### config.mk
export PLATFORM = sky130hd
export DESIGN_NAME = region_probe
export DESIGN_NICKNAME = d
export VERILOG_FILES = /design/src/rtl/region_probe.sv
export SDC_FILE = /design/constraint.sdc
export NUM_CORES = 1
export LEC_CHECK = 0
export CORE_UTILIZATION = 55
export CTS_CLUSTER_SIZE = 30
export DETAILED_ROUTE_END_ITERATION = 7
export HOLD_SLACK_MARGIN = 0.1
export PLACE_DENSITY = 0.81
export SLEW_MARGIN = 20
export SYNTH_ARGS = -nofsm -noshare
export SYNTH_HDL_FRONTEND = slang
export SYNTH_SLANG_ARGS = --single-unit
### constraint.sdc
create_clock -name clk -period 4.12 [get_ports clk]
set_input_delay 0.824 -clock clk [delete_from_list [all_inputs] [get_ports clk]]
set_output_delay 0.824 -clock clk [all_outputs]
set_load 0.02 [all_outputs]
### src/rtl/region_probe.sv
// Scans a size x size square of pixel memory through a synchronous read port and
// reports the first non-background pixel in column-major, descending-offset order.
module region_probe #(
    parameter int                 COORD_W    = 10,
    parameter int                 COLOR_W    = 3,
    parameter logic [COLOR_W-1:0] BG_COLOR   = '0,
    parameter int                 EARLY_EXIT = 1
) (
    input  logic               clk,
    input  logic               resetn,
    input  logic               start,
    input  logic [COORD_W-1:0] x_in,
    input  logic [COORD_W-1:0] y_in,
    input  logic [COORD_W-1:0] size,
    output logic               rd_en,
    output logic [COORD_W-1:0] rd_x,
    output logic [COORD_W-1:0] rd_y,
    input  logic [COLOR_W-1:0] rd_color,
    output logic               busy,
    output logic               done,
    output logic               hit,
    output logic [COORD_W-1:0] hit_x,
    output logic [COORD_W-1:0] hit_y,
    output logic [COLOR_W-1:0] hit_color
);

    typedef enum logic [1:0] {IDLE, SCAN, DRAIN, DONE} state_t;

    state_t             state_q, state_d;
    logic [COORD_W-1:0] x_q, y_q, size_q;
    logic [COORD_W-1:0] qx_q, qx_d, qy_q, qy_d;
    logic               vld_q;
    logic [COORD_W-1:0] dx_q, dy_q;
    logic               hit_q;
    logic [COORD_W-1:0] hit_x_q, hit_y_q;
    logic [COLOR_W-1:0] hit_color_q;
    logic [COORD_W-1:0] addr_x, addr_y;
    logic               capture;

    assign addr_x  = x_q + qx_q;
    assign addr_y  = y_q + qy_q;
    // Data returned this cycle belongs to the address issued one cycle earlier.
    assign capture = vld_q && (rd_color != BG_COLOR) && !hit_q;

    always_comb begin
        state_d = state_q;
        qx_d    = qx_q;
        qy_d    = qy_q;
        rd_en   = 1'b0;
        busy    = 1'b0;
        done    = 1'b0;
        case (state_q)
            IDLE: begin
                if (start) begin
                    qx_d    = size - 1'b1;
                    qy_d    = size - 1'b1;
                    state_d = (size == '0) ? DONE : SCAN;
                end
            end
            SCAN: begin
                rd_en = 1'b1;
                busy  = 1'b1;
                if (qy_q == '0) begin
                    qy_d = size_q - 1'b1;
                    qx_d = qx_q - 1'b1;
                end else begin
                    qy_d = qy_q - 1'b1;
                end
                if ((EARLY_EXIT != 0) && capture) begin
                    state_d = DONE;
                end else if ((qx_q == '0) && (qy_q == '0)) begin
                    state_d = DRAIN;
                end
            end
            DRAIN: begin
                busy    = 1'b1;
                state_d = DONE;
            end
            DONE: begin
                done    = 1'b1;
                state_d = IDLE;
            end
            default: state_d = IDLE;
        endcase
    end

    always_ff @(posedge clk or negedge resetn) begin
        if (!resetn) begin
            state_q     <= IDLE;
            x_q         <= '0;
            y_q         <= '0;
            size_q      <= '0;
            qx_q        <= '0;
            qy_q        <= '0;
            vld_q       <= 1'b0;
            dx_q        <= '0;
            dy_q        <= '0;
            hit_q       <= 1'b0;
            hit_x_q     <= '0;
            hit_y_q     <= '0;
            hit_color_q <= '0;
        end else begin
            state_q <= state_d;
            qx_q    <= qx_d;
            qy_q    <= qy_d;
            // A read issued in the early-exit cycle is never compared.
            vld_q   <= rd_en && (state_d != DONE);
            if (rd_en) begin
                dx_q <= addr_x;
                dy_q <= addr_y;
            end
            if ((state_q == IDLE) && start) begin
                x_q         <= x_in;
                y_q         <= y_in;
                size_q      <= size;
                hit_q       <= 1'b0;
                hit_x_q     <= '0;
                hit_y_q     <= '0;
                hit_color_q <= '0;
            end else if (capture) begin
                hit_q       <= 1'b1;
                hit_x_q     <= dx_q;
                hit_y_q     <= dy_q;
                hit_color_q <= rd_color;
            end
        end
    end

    assign rd_x      = rd_en ? addr_x : '0;
    assign rd_y      = rd_en ? addr_y : '0;
    assign hit       = hit_q;
    assign hit_x     = hit_x_q;
    assign hit_y     = hit_y_q;
    assign hit_color = hit_color_q;

endmodule

After elaboration in Yosys (flattened, before gate mapping)
Index checks and enable logic that the tools add are counted.
{ "word_totals": {"regBits": 97, "inputBits": 36, "out_inout_bits": 47} }
{ "classes": {"addsub": 6, "eq_ne": 6, "muxes": 23, "reduce_logical": 16} }
{ "ops": {"columns": ["op", "count"], "rows": [
  ["two-way mux 10 bit", 9],
  ["case mux 10 bit (2 select lines)", 2],
  ["subtractor 10 x 1 -> 10 bit, second input constant", 4],
  ["logical NOT 10 bit", 3],
  ["adder 10 bit", 2],
  ["two-way mux 2 bit", 4],
  ["case mux 2 bit (4 select lines)", 1],
  ["two-way mux 3 bit", 2],
  ["inequality test 2 bit, second input constant", 3],
  ["logical AND 1 bit", 5],
  ["two-way mux 1 bit", 5],
  ["equality test 2 bit, second input constant", 2],
  ["nonzero test 2 bit", 2],
  ["AND reduction 3 bit", 1],
  ["nonzero test 3 bit", 1],
  ["equality test 2 x 1 -> 1 bit, second input constant", 1],
  ["logical NOT 2 bit", 1],
  ["AND reduction 2 bit", 1],
  ["OR reduction 2 bit", 1],
  ["logical NOT 1 bit", 1]
]} }

Depth between registers and ports, before layout
Gate-level depths: netlist (run 1).
{ "logic_depth": {"depth_word": 7, "ltp_mapped": 11, "mapped_depth_nobuf": 10} }

Worst setup path after synthesis (run 1)
No wires, ideal clock.
{ "synth_path": {"path_type": "register to register", "startpoint": "reg qy_q[5]", "endpoint": "reg qy_q[8]", "setup_time_ps": 127, "arrival_ps": 2767, "required_time_ps": 3993, "slack_ps": 1226, "stages_incl_launch_ff": 12, "synth_period_minus_slack_ps": 2894, "cell_sequence": "dfrtp_1 -> or2_2 -> clkbuf_1 -> nor4_4 -> a21oi_1 -> ha_1 -> or3b_1 -> or3_1 -> a2111oi_2 -> xor2_1 -> a21oi_1 -> o2bb2a_1"} }
{ "synth_via": {"elab_chain_cells": 3, "word_cells_on_any_way": 4} }
{ "synth_rtl": {"columns": ["item", "line_no", "text"], "rows": [
  ["start, declared", "31", "logic [COORD_W-1:0] qx_q, qx_d, qy_q, qy_d;"],
  ["start signal, assigned", "105", "qy_q <= qy_d;"],
  ["subtractor 10 x 1 -> 10 bit or logical NOT 10 bit (tied branches)", "67, 63", null],
  ["two-way mux 10 bit (*)", "63", "if (qy_q == '0) begin"],
  ["case mux 10 bit (2 select lines) (*)", "52", "case (state_q)"]
]} }
Mark *: on every way between the ends. The rest lies on a longest branch, timed or not.
A chain may end at the register's enable or synchronous reset.

Worst setup path after layout (run 1)
{ "layout_path": {"startpoint": "reg qx_q[0]", "endpoint": "out rd_x[8]"} }
{ "layout_via": {"elab_chain_cells": 2} }
{ "layout_rtl": {"columns": ["item", "line_no", "text"], "rows": [
  ["start, declared", "31", null],
  ["start signal, assigned", "104", "qx_q <= qx_d;"],
  ["adder 10 bit", "40", "assign addr_x = x_q + qx_q;"],
  ["two-way mux 10 bit", "129", "assign rd_x = rd_en ? addr_x : '0;"],
  ["end, declared", "16", "output logic [COORD_W-1:0] rd_x,"]
]} }
No other way between the ends.

==> results of run 1 <==
per-stage QoR:
stage	std cells	total power, W
after floorplan	618	0.00162
after global placement	808	0.00189
after detailed placement	808	0.00192
after CTS	824	0.00255
after global routing	824	0.00268
final	824	0.00255
how the worst max path moves through the flow:
| stage | depth (start not counted) | endpoint | start |
|---|---|---|---|
| global route | 10 | rd_x[8] | qx_q[0] |
| detailed placement | 10 | rd_x[8] | qx_q[0] |
| CTS | 10 | rd_x[8] | qx_q[0] |
| finish | 10 | rd_x[8] | qx_q[0] |
| floorplan | 11 | qy_q[8] | qy_q[5] |
| global placement | 10 | rd_x[8] | qx_q[0] |
synth_stat cells (3+ instances only):
cell / n
a211oi_1: 7
a21o_1: 17
a21oi_1: 64
a31oi_1: 4
and2_1: 9
buf_1: 5
buf_6: 4
clkbuf_1: 18
dfrtp_1: 97
ha_1: 25
inv_1: 15
mux2_2: 6
nand2_1: 154
nand2b_1: 6
nand3_1: 6
nor2_1: 34
nor2b_1: 4
nor3_1: 12
nor3b_1: 3
nor4_1: 3
o211ai_1: 4
o21ai_0: 43
o31ai_1: 4
or2_2: 4
or3_1: 7
xnor2_1: 14
xor2_1: 9
routing by layer:
metal | wire length, µm | vias to the layer above | track usage (%) | part of all wire [%]
met1 | 6200 | 2290 | 38.9 | 46
met5 | 0 | - | 0 | 0
met2 | 6170 | 166 | 45.7 | 46
met3 | 702 | 23 | 4.42 | 5.3
li1 | - | 2277 | - | -
met4 | 284 | 0 | 7.47 | 2.1
power by group through the flow:
stage | combinational (W) | clock [W] | sequential, W
2_1_floorplan | 0.000500 | 0 | 0.00112
3_3_place_gp | 0.000724 | 0 | 0.00116
3_5_place_dp | 0.000748 | 0 | 0.00117
4_1_cts | 0.000753 | 0.000641 | 0.00115
5_1_grt | 0.000824 | 0.000682 | 0.00117
6_report | 0.000751 | 0.000636 | 0.00116
placed cells by master (no fill, tap or decap), types with 3 or more instances in the layout:
master / n
a211oi_1: 7
buf_4: 8
clkdlybuf4s50_1: 81
a31oi_1: 4
nand2b_1: 6
a21o_1: 17
and2_1: 8
nor2_1: 34
or2_2: 4
clkbuf_8: 9
o211ai_1: 4
a21oi_1: 64
nor3_1: 12
nand3_1: 6
nor2b_1: 4
nor4_1: 3
o21ai_0: 43
nor3b_1: 3
xor2_1: 9
or3_1: 7
inv_1: 15
ha_1: 25
o31ai_1: 4
mux2_2: 6
xnor2_1: 14
dfrtp_1: 97
nand2_1: 154
clkinv_2: 4
cell type report:
cell class | count | area (µm²)
tap | 129 | 161
fill | 792 | 2870
multi-input combinational | 476 | 2810
sequential | 97 | 2430
clock buffer | 9 | 124
inverter | 16 | 60.1
timing repair buffer | 90 | 891
clock inverter | 7 | 70.1
cells by family (layout without fill, tap and decap cells):
kind of cell    count (synthesis)  in the layout  share of synthesized area (%)
fa+ha+maj                      27             27                           6.48
mux                             8              8                           1.61
xor+xnor                       23             23                           3.70
buf+inv                        45            122                           4.02
compound gates                164            164                           18.5
simple gates                  254            254                           21.2
flops                          97             97                           44.6
flip-flops by register name, summed over array words and instances (netlist names):
register,flops
dy_q,10
hit_y,10
hit_x,10
hit,1
state_q,2
y_q,10
hit_color,3
x_q,10
vld_q,1
qx_q,10
size_q,10
dx_q,10
qy_q,10
==> summary.txt, run 1 <==
Run status
  • Outcome: completed

Synth
  • Synth area leaders: dfrtp_1 45%, nand2_1 11%, a21oi_1 5.9%
  • Unique masters post-synth: 55
  • Syn avg cell area: 8.81 µm²
  • Mapped Cells: 618
  • Fraction of registers with async set/reset: 100%
  • Post-synthesis net count: 681
  • Yosys top cell area share: approximately 45%
  • Post-synth EDFFs: 0
  • Leading area contributor after synthesis: dfrtp_1
  • Sequential area share after synthesis: 44.6%
  • Mapped Area: 5450 µm²
  • Flops & latches, synth: 97
  • Yosys warns: 0
  • Main synth FF type: dfrtp_1

Timing
  • Setup TNS: 0 ns
  • Post-layout min period: 3.88 ns
  • Clock Skews: 0.0109 ns
  • Max_slew headroom: ~43%
  • Final worst slack: 0.239 ns
  • FMAX: between 200 and 300 MHz
  • Final-report hold violation count: 0
  • Final cycle utilization of the critical path: 94.2%
  • RSZ-0062 raised after global routing: no
  • Final Slew Violations: 0
  • Final hold slack: 0.487 ns
  • Slew @ Worst Pin: 0.851 ns
  • Setup violations, final: 0

Critical path
  • Most Frequent Cell on Critical Path: o21ai_0
  • Reg2Reg Depth: 10
  • Critical-path maximum fanout: 6
  • R2r endpoint: qy_q[8]
  • Buf/Inv on CP: 2
  • CP startpoint kind: flip-flop
  • Required @ worst endpoint: 3.30 ns
  • CP Cell Sequence: ha_1 -> inv_1 -> fa_1 -> nor2b_1 -> o21ai_0 -> a21oi_1 -> o21ai_0 -> xnor2_1 -> and2_1 -> clkdlybuf4s50_1
  • Critical Path AT: between 3 and 4 ns
  • Top delay family on crit path: buffers and inverters
  • R2R Setup Slk: around 0.90 ns
  • Worst path slowest cell: clkdlybuf4s50_1
  • CP peak stage delay: about 0.59 ns
  • CP Capture Type: output pin
  • Kind of critical path: flip-flop to output pin
  • R2r startpoint: qy_q[7]

Cells and area
  • Syn-to-layout area delta: 20.1%
  • Cell area after layout: ~6500 µm²
  • Ant. Diodes: 0
  • Layout net count: 753
  • Fraction of layout cells with a size suffix above 1: 7.63%
  • Utilization after layout: 69.5%

Clock network
  • Root Driver: clkbuf_8
  • CTS tree: built
  • Hold_buf cts: 0
  • Post-CTS Setup Inserts: 0
  • CTS Sinks: 97
  • Resized cells post-CTS: 0
  • CTS Buffer Depth: 2
  • Num CTS Buffers: 9
  • Clk_lat worst skew: ~0.37 ns
  • H-tree levels: 3
  • Clk pin slew, worst setup/hold paths: roughly 0.090 ns

Die
  • Die area: around 10000 µm²
  • Initial Util: a little under 60%
  • Vertical die dimension: 102 µm
  • # IOs: 83
  • Die Wd: 102 µm
  • Core Footprint: 9420 µm²
  • Num rows: 35

Min path
  • Hold EP: dx_q[0]
  • Hold Path Cell Cnt: 1
  • Min-delay src: dx_q[0]
  • Hold Crit Class: flip-flop to flip-flop

Power
  • Sequential power share: 45.5%
  • Pint: 0.00168 W
  • PwrDens: 389 nW/µm²
  • Switching power: 0.000864 W
  • Switching share of power: 33.9%
  • Combinational fraction of design power: 29.5%
  • P_leak: 3.01 nW
  • Peak VDD IR: 0.238 mV
  • Clock power frac: approximately 25%

Global routing
  • Largest net degree at the start of global routing: 66
  • First-pass GRT wire length: 22.3 mm
  • Total gr overflow: 0
  • Vias in the first global route: 4575
  • Initial antenna violation count: 0
  • Gr usage total: between 20% and 30%

Placement
  • DP Worst Slack: between 0.6 and 0.7 ns
  • Routability Congestion: 0.913
  • Placement-stage cell area: 6350 µm²
  • Post-DP HPWL: slightly below 10 mm
  • IO Port Bufs: 82

Routing
  • Via count: 4756
  • 1st-pass router iterations: 5
  • DRT Wirelength: between 10 and 15 mm
  • DR WL/cell: about 16 µm
  • Number of DRC markers in iteration 0: between 200 and 300
  • Remaining antenna violation count after routing: 0
  • Vias/cell: 5.77
  • DR DRC count: 0

Flow run
  • Maxcap violations: 0
No activity file was read; power rests on OpenSTA's default activity.
==> run 2: changes to the inputs <==
--- a/config.mk
+++ b/config.mk
@@ -5,11 +5,14 @@
 export SDC_FILE = /design/constraint.sdc
 export NUM_CORES = 1
 export LEC_CHECK = 0
-export CORE_UTILIZATION = 55
+export CAP_MARGIN = 25
+export CELL_PAD_IN_SITES_DETAIL_PLACEMENT = 1
+export CELL_PAD_IN_SITES_GLOBAL_PLACEMENT = 1
+export CORE_UTILIZATION = 41
 export CTS_CLUSTER_SIZE = 30
 export DETAILED_ROUTE_END_ITERATION = 7
 export HOLD_SLACK_MARGIN = 0.1
-export PLACE_DENSITY = 0.81
+export PLACE_DENSITY_LB_ADDON = 0.1
 export SLEW_MARGIN = 20
 export SYNTH_ARGS = -nofsm -noshare
 export SYNTH_HDL_FRONTEND = slang
==> constraint.sdc (replaced) <==
create_clock -name clk -period 4.11 [get_ports clk]
set_input_delay 0.822 -clock clk [delete_from_list [all_inputs] [get_ports clk]]
set_output_delay 0.822 -clock clk [all_outputs]
set_load 0.02 [all_outputs]
==> run 2 against run 1 <==
  * Sequential share of layout area shrank 0.96 points
  * Power up 11%
  * Via count is 1.1% higher
  * Final area increased by 2.7%
  * Clock skew shrank 0.0029 ns
  * Die area up 33%
  * Critical path type unchanged
==> summary.txt, run 2 (synthesized netlist as in run 1, its figures left out) <==
Global routing
  • Initial antenna violation count: 0
  • Total gr overflow: 0
  • Vias in the first global route: 5186
  • First-pass GRT wire length: 26.1 mm
  • Gr usage total: 25.1%
  • Largest net degree at the start of global routing: 48

Cells and area
  • Syn-to-layout area delta: 23.3%
  • Ant. Diodes: 0
  • Fraction of layout cells with a size suffix above 1: 8.03%
  • Sequential Area: 2430 µm²
  • Layout net count: 755
  • Multi-input logic area: 2820 µm²
  • Most common cell after layout, fill and taps aside: nand2_1
  • Most frequent cells in the layout: 154 x nand2_1, 97 x dfrtp_1, 81 x clkdlybuf4s50_1
  • Fillers: 1466

Routing
  • DR top layer: met4
  • DR WL/cell: ~18 µm
  • Vias/cell: 5.54
  • Post-Route M1 WL: ~6.6 mm
  • Remaining antenna violation count after routing: 0
  • DR WL met3: about 530 µm
  • DRT Wirelength: roughly 16 mm
  • 1st-pass router iterations: 5
  • Number of DRC markers in iteration 0: 167
  • DR DRC count: 0
  • DR WL met2: around 8 mm
  • Via count: around 4800

Flow run
  • Maxcap violations: 0

Die
  • Vertical die dimension: 117 µm
  • # IOs: 83
  • Initial Util: 42.6%
  • Die Wd: around 120 µm
  • Num rows: 41
  • Die area: 13700 µm²
  • Core Footprint: 12800 µm²

Placement
  • Routability Congestion: 0.864
  • IO Port Bufs: 82
  • Post-DP HPWL: between 10 and 15 mm

Critical path
  • CP Cell Sequence: ha_1 -> o21ai_0 -> o211ai_1 -> nand2_1 -> o21ai_0 -> xnor2_1 -> and2_1 -> clkdlybuf4s50_1
  • Worst path slowest cell: clkdlybuf4s50_1
  • CP Capture Type: output pin
  • Buf/Inv on CP: 1
  • Critical Path AT: just over 3 ns
  • Critical-path maximum fanout: 6
  • CP peak stage delay: 0.61 ns
  • Top delay family on crit path: compound AO/OA/AOI/OAI gates
  • Required @ worst endpoint: 3.29 ns
  • CP startpoint kind: flip-flop
  • Most Frequent Cell on Critical Path: o21ai_0
  • Kind of critical path: flip-flop to output pin
  • R2R Setup Slk: 0.94 ns

Timing
  • Max_slew headroom: 45.0%
  • Final Slew Violations: 0
  • FMAX: 254 MHz
  • Post-layout min period: a little under 4 ns
  • Final-report hold violation count: 0
  • Final cycle utilization of the critical path: 95.8%
  • Setup TNS: 0 ns
  • Slew @ Worst Pin: 0.817 ns
  • Clock Skews: 0.00805 ns
  • Setup violations, final: 0

Clock network
  • Post-CTS Setup Inserts: 0
  • CTS Buffer Depth: 2
  • CTS tree: built
  • Num CTS Buffers: 9
  • H-tree levels: 3
  • Root Driver: clkbuf_16
  • Hold_buf cts: 0
  • Clk pin slew, worst setup/hold paths: around 0.070 ns
  • Clk_lat worst skew: between 0.3 and 0.4 ns
  • CTS Sinks: 97

Power
  • Peak VDD IR: about 0.22 mV
  • Total power: 0.00282 W
  • PwrDens: 420 nW/µm²
  • P_leak: 3.06 nW

Run status
  • Outcome: completed

Min path
  • Hold Crit Class: input pin to async pin
run 2: cell types whose count changed in the layout (fill, tap and decap cells not counted):
| cell | delta |
|---|---|
| ha_2 | +1 |
| a211oi_2 | +1 |
| buf_12 | -1 |
| clkinv_2 | -3 |
| inv_6 | +2 |
| buf_4 | +3 |
| clkbuf_16 | +9 |
| clkbuf_1 | +1 |
| a211oi_1 | -1 |
| ha_1 | -1 |
| inv_8 | -1 |
| clkbuf_8 | -8 |
run 2: metrics by stage:
stage                     hold WS (ns)  cells  instance area (µm²)  worst slack, ns  util (%)
final                            0.413    869                 6720            0.174      52.6
after global routing             0.446    869                 6720          -0.0166      52.6
after CTS                        0.428    869                 6710            0.151      52.5
after detailed placement         0.470    853                 6410            0.570      50.2
after global placement           0.462    853                 6410            0.670      50.2
after floorplan                  0.446    618                 5450             1.22         -
run 2: cell type report:
cell class | count | area share (%)
well taps | 172 | 3.20
repair buffers | 92 | 13.3
inverters | 16 | 0.894
clock inverters | 5 | 0.913
clock buffers | 11 | 3.61
flip-flops and latches | 97 | 36.1
multi-input cells | 476 | 41.9
run 2: timing repair:
| action | 4_1_cts | 5_1_grt |
|---|---|---|
| endpoints found under the hold margin | 0 | 0 |
| setup endpoints to repair | 0 | 1 |
| gates resized for setup | 0 | 1 |
run 2: routing by layer:
| layer | track usage, % | vias to the layer above |
|---|---|---|
| li1 | - | 2277 |
| met1 | 30.0 | 2431 |
| met2 | 45.6 | 79 |
| met3 | 3.45 | 23 |
| met4 | 9.70 | 0 |
| met5 | 0 | - |
run 2: power breakdown:
part / internal [W] / switching, W
Clock: 0.000493 / 0.000381
Combinational: 0.000361 / 0.000430
Sequential: 0.00105 / 0.000107
Total: 0.00190 / 0.000918
run 2: final timing paths:
path | cells after the start | start | to
hold reg to reg | 1 | dx_q[4] | dx_q[4]
min in group clk | 1 | dx_q[4] | dx_q[4]
max in group asynchronous | 2 | resetn | size_q[0]
hold / removal | 1 | resetn | hit_x[2]
setup / recovery | 8 | qy_q[2] | rd_y[9]
setup reg to reg | 10 | qy_q[7] | qy_q[8]
run 2: worst register-to-register path: cells and delay by family (launching register included):
| family | cells | cell delay (ns) |
|---|---|---|
| xor+xnor | 1 | 0.18 |
| flops | 1 | 0.47 |
| fa+ha+maj | 1 | 0.21 |
| simple gates | 4 | 1.24 |
| compound gates | 4 | 0.96 |
